==> src/rtl/mux_sel_arbiter.sv <==
// rtl/mux_sel_arbiter.sv - round-robin, hold-limited grant arbiter driving 4:1 priority mux selects
// At most one select is asserted, so the mux's own priority never chooses the winner.
module mux_sel_arbiter #(
  parameter int MAX_HOLD = 4
) (
  input  logic       clk,
  input  logic       rst,
  input  logic [3:0] req,
  output logic [3:0] gnt,
  output logic       s1,
  output logic       s2,
  output logic       s3,
  output logic       busy,
  output logic [3:0] hold_cnt
);

  typedef enum logic {IDLE, OWN} state_t;

  localparam logic [3:0] HOLD_LAST = 4'(MAX_HOLD - 1);

  state_t     state_q, state_d;
  logic [3:0] gnt_q, gnt_d;
  logic [3:0] hold_q, hold_d;
  logic [1:0] ptr_q, ptr_d;
  logic [1:0] owner;
  logic [2:0] first_hit;
  logic [2:0] next_hit;

  // Returns {found, index} of the first set bit of r scanning upward from start with wrap.
  function automatic logic [2:0] search(input logic [3:0] r, input logic [1:0] start);
    logic [1:0] idx;
    logic [2:0] res;
    res = 3'b000;
    for (int i = 3; i >= 0; i--) begin
      idx = start + 2'(i);
      if (r[idx]) res = {1'b1, idx};
    end
    return res;
  endfunction

  always_comb begin
    owner = 2'd0;
    case (gnt_q)
      4'b0010: owner = 2'd1;
      4'b0100: owner = 2'd2;
      4'b1000: owner = 2'd3;
      default: owner = 2'd0;
    endcase
  end

  assign first_hit = search(req, ptr_q);
  // The owner is masked out, so rotation can only land on a different requester.
  assign next_hit  = search(req & ~gnt_q, owner + 2'd1);

  always_comb begin
    state_d = state_q;
    gnt_d   = gnt_q;
    hold_d  = hold_q;
    ptr_d   = ptr_q;
    case (state_q)
      IDLE: begin
        if (first_hit[2]) begin
          gnt_d   = 4'b0001 << first_hit[1:0];
          hold_d  = 4'd0;
          state_d = OWN;
        end
      end
      OWN: begin
        if (!req[owner]) begin
          gnt_d   = 4'b0000;
          ptr_d   = owner + 2'd1;
          hold_d  = 4'd0;
          state_d = IDLE;
        end else if (hold_q < HOLD_LAST) begin
          hold_d = hold_q + 4'd1;
        end else if (next_hit[2]) begin
          gnt_d  = 4'b0001 << next_hit[1:0];
          ptr_d  = next_hit[1:0] + 2'd1;
          hold_d = 4'd0;
        end
      end
      default: begin
        state_d = IDLE;
        gnt_d   = 4'b0000;
        hold_d  = 4'd0;
      end
    endcase
  end

  always_ff @(posedge clk or posedge rst) begin
    if (rst) begin
      state_q <= IDLE;
      gnt_q   <= 4'b0000;
      hold_q  <= 4'd0;
      ptr_q   <= 2'd0;
    end else begin
      state_q <= state_d;
      gnt_q   <= gnt_d;
      hold_q  <= hold_d;
      ptr_q   <= ptr_d;
    end
  end

  assign gnt      = gnt_q;
  assign s1       = (gnt_q == 4'b0010);
  assign s2       = (gnt_q == 4'b0100);
  assign s3       = (gnt_q == 4'b1000);
  assign busy     = |gnt_q;
  assign hold_cnt = hold_q;

endmodule

==> config.mk <==
export PLATFORM = sky130hd
export DESIGN_NAME = mux_sel_arbiter
export DESIGN_NICKNAME = d
export VERILOG_FILES = /design/src/rtl/mux_sel_arbiter.sv
export SDC_FILE = /design/constraint.sdc
export NUM_CORES = 1
export LEC_CHECK = 0
export ABC_AREA = 1
export ABC_CLOCK_PERIOD_IN_PS = 2700
export BUFFER_PORTS_ARGS = -buffer_cell sky130_fd_sc_hd__buf_2
export CORE_MARGIN = 2
export CORE_UTILIZATION = 37
export CTS_BUF_LIST = sky130_fd_sc_hd__clkbuf_4 sky130_fd_sc_hd__clkbuf_8
export DETAILED_ROUTE_END_ITERATION = 12
export MAX_ROUTING_LAYER = met4
export SLEW_MARGIN = 10
export SYNTH_ARGS = -nofsm -noshare
export SYNTH_HDL_FRONTEND = slang
export SYNTH_SLANG_ARGS = --single-unit
==> constraint.sdc <==
create_clock -name clk -period 2.7 [get_ports clk]
set_input_delay 0.54 -clock clk [delete_from_list [all_inputs] [get_ports clk]]
set_output_delay 0.54 -clock clk [all_outputs]
set_load 0.03 [all_outputs]
==> impl_results.md <==
- Status: completed
- Wire per inst: 9.794 um
- Setup tns final: 0 ns
- Row Count: 20
- NumNets Final: 230
- Mean Syn Cell Area: 5.929 um2
- Grt peak-use layer: met2
- ANT nets after route: 0
- Worst-path clk slew: 0.07 ns
- Core area: 0.003053 mm2
- CP Class: reg -> reg
- DRC errors left: 0
- Pre-Repair DR Iteration Count: 4
- CTS tree: yes
- Hold Fails Final Rpt: 0
- Power per cell area: 1244 mW/mm2
- Max Cap Violations: 0
- Die X: 60.47 um
- Vias in the first global route: 1100
- Worst EP required: 2.86 ns
- Global route overflow: 0
- Area Growth Syn to Fin: 12.30%
- P_leak: 0.8095 nW
- Final worst slack: 0.3697 ns
- Syn_nets: 210
- Min Tclk post-route: 2.330 ns
- Number of synthesized flops with an enable pin: 0
- Post-DR vias/cell: 4.611
- GR Util met2: 25.31%
- Sequential area share after synthesis: 23.33%
- Pre-CTS setup slack: 0.3770 ns
- Ys flop type: dfrtp_1
- Final slew viol count: 0
- Synth Cell Area: 0.001180 mm2
- DRT iter0 DRCs: 52
- Synth Register Bits: 11
- Mapped Cells: 199
- Post CTS Setup Buffer Count: 0
- Layout fillers: 351
- Critical path data arrival time: 2.49 ns
- DP Wirelength: 2.139 mm
- Final Skew: 0.003972 ns
- CTS resizes: 0
- Ys Warns: 0
- Initial Util: 38.65%
- Async set-reset flop share out of synthesis: 100.0%
- GRT Total Usage: 16.68%
- Die Y-Extent: 60.47 um
- GP Congestion: 0.9043
- Grt met1 use: 22.48%
- Layout cells sized above 1: 18.81%
- Area leader, netlist: nand2_1
- Final WL: 2.566 mm
- Number of hold buffers added after CTS: 0
- CP Max Fanout: 12
- Final cycle utilization of the critical path: 86.31%
- Die area: 0.003657 mm2
- H-tree depth: 1
- Count leader, synth: nand2_1
- Largest net degree at the start of global routing: 14
- Synth top cells by count: 75 x nand2_1, 28 x inv_1, 23 x nand3_1
- FMAX: 429.1 MHz
- Clock sink count: 11
- Clock Latency Late Sink: 0.27 ns
- Worst VDD drop: 0.4354 mV
- CP Capture Type: register
- Slew @ Worst Pin: 0.4168 ns
- Io pins: 18
- RSZ-0062 raised after global routing: false
- Final antenna diode count: 0
- Post-synth top area share: 23.86%
- Initial antenna violation count: 0
- Vias: 1208
- Root Driver: clkbuf_4
- Met3 Use GR: 1.919%
- Yosys cell types: 23
- Clock Path Buffers: 2
- First-pass GRT wire length: 4.526 mm
- Synth top area cells: nand2_1 24%, dfrtp_1 23%, nand3_1 9.8%
- Worst min path class: in -> async
- Cts bufs inserted: 3
- Startpoint types: register
- Number of port buffers: 17
- Final Setup Violations: 0
- Rel. slew slack: 71.92%
==> registers in the layout, indices dropped and copies added (netlist names) <==
| register | flops |
|---|---|
| hold_cnt | 4 |
| ptr_q | 2 |
| state_q | 1 |
| gnt | 4 |
==> where the power goes <==
part	internal [mW]	leakage [nW]	switching (mW)
Sequential	0.218	0.143	0.0723
Combinational	0.403	0.648	0.832
Clock	0.0672	0.0184	0.0548
Total	0.689	0.810	0.959
==> area by class of cell <==
| class | count | area (um2) | area share (%) |
|---|---|---|---|
| clock buffer | 4 | 30.03 | 2.266 |
| inverter | 29 | 108.9 | 8.215 |
| multi-input combinational | 157 | 770.7 | 58.17 |
| sequential | 11 | 275.3 | 20.77 |
| tap | 44 | 55.05 | 4.155 |
| timing repair buffer | 17 | 85.08 | 6.421 |
==> cells by family (layout without fill, tap and decap cells) <==
group / after synthesis / in the layout / share of synthesized area, %
compound gates: 17 / 17 / 8.696
xor+xnor: 2 / 2 / 1.485
fa+ha+maj: 5 / 5 / 5.302
buf+inv: 31 / 50 / 11.35
flops: 11 / 11 / 23.33
simple gates: 133 / 133 / 49.84
==> path summary, 6_finish.rpt <==
check / startpoint / endpoint / slack (ns) / cells past startpoint
max reg2reg: gnt[1]$_DFFE_PP0P_ / ptr_q[1]$_DFFE_PP0P_ / 0.37 / 15
min reg2reg: hold_cnt[1]$_DFFE_PP0P_ / hold_cnt[1]$_DFFE_PP0P_ / 0.51 / 2
max: gnt[1]$_DFFE_PP0P_ / ptr_q[1]$_DFFE_PP0P_ / 0.37 / 15
min in group clk: hold_cnt[1]$_DFFE_PP0P_ / hold_cnt[1]$_DFFE_PP0P_ / 0.51 / 2
max in group asynchronous: rst / gnt[0]$_DFFE_PP0P_ / 2.16 / 2
min: rst / hold_cnt[0]$_DFFE_PP0P_ / 0.25 / 2
==> per-stage QoR <==
step	instance area (um2)	utilization (%)	power, mW	hold slack [ns]	cells
CTS	1325	43.40	1.660	0.2591	262
detailed placement	1295	42.42	1.524	0.4915	258
global route	1325	43.40	1.867	0.2906	262
global placement	1295	42.42	1.537	0.4899	258
finish	1325	43.40	1.648	0.2479	262
floorplan	1180	-	1.313	0.3924	199
==> per-layer routing <==
metal / vias to the layer above / part of all wire (%) / wire length (um)
li1: 660 / - / -
met2: 25 / 43 / 1110
met3: 8 / 4.1 / 105
met5: - / 0 / 0
met1: 515 / 49 / 1270
met4: 0 / 3.1 / 80
==> cells in the final DEF (no fill, tap or decap), types with 3 or more instances in the layout <==
cell type / count
inv_1: 28
nand2_2: 10
buf_2: 17
o21ai_1: 3
dfrtp_1: 11
o21ai_0: 8
nor2_1: 17
clkbuf_4: 4
ha_1: 5
nand2_1: 75
nand3_1: 23
==> worst max-delay path, cell delays in order, from the launching register on <==
cell and delay [ns]:
dfrtp_1 0.42, nor2_1 0.23, nand2_2 0.16, nand2_4 0.19, nand2_2 0.07, o21ai_2 0.08
nand2_1 0.07, nand2_1 0.05, inv_1 0.03, o21ai_0 0.28, inv_1 0.11, ha_1 0.28
nand2_1 0.06, o21ai_0 0.07, nand2_1 0.06, o21ai_1 0.06
(Power assumes the default switching activity.)
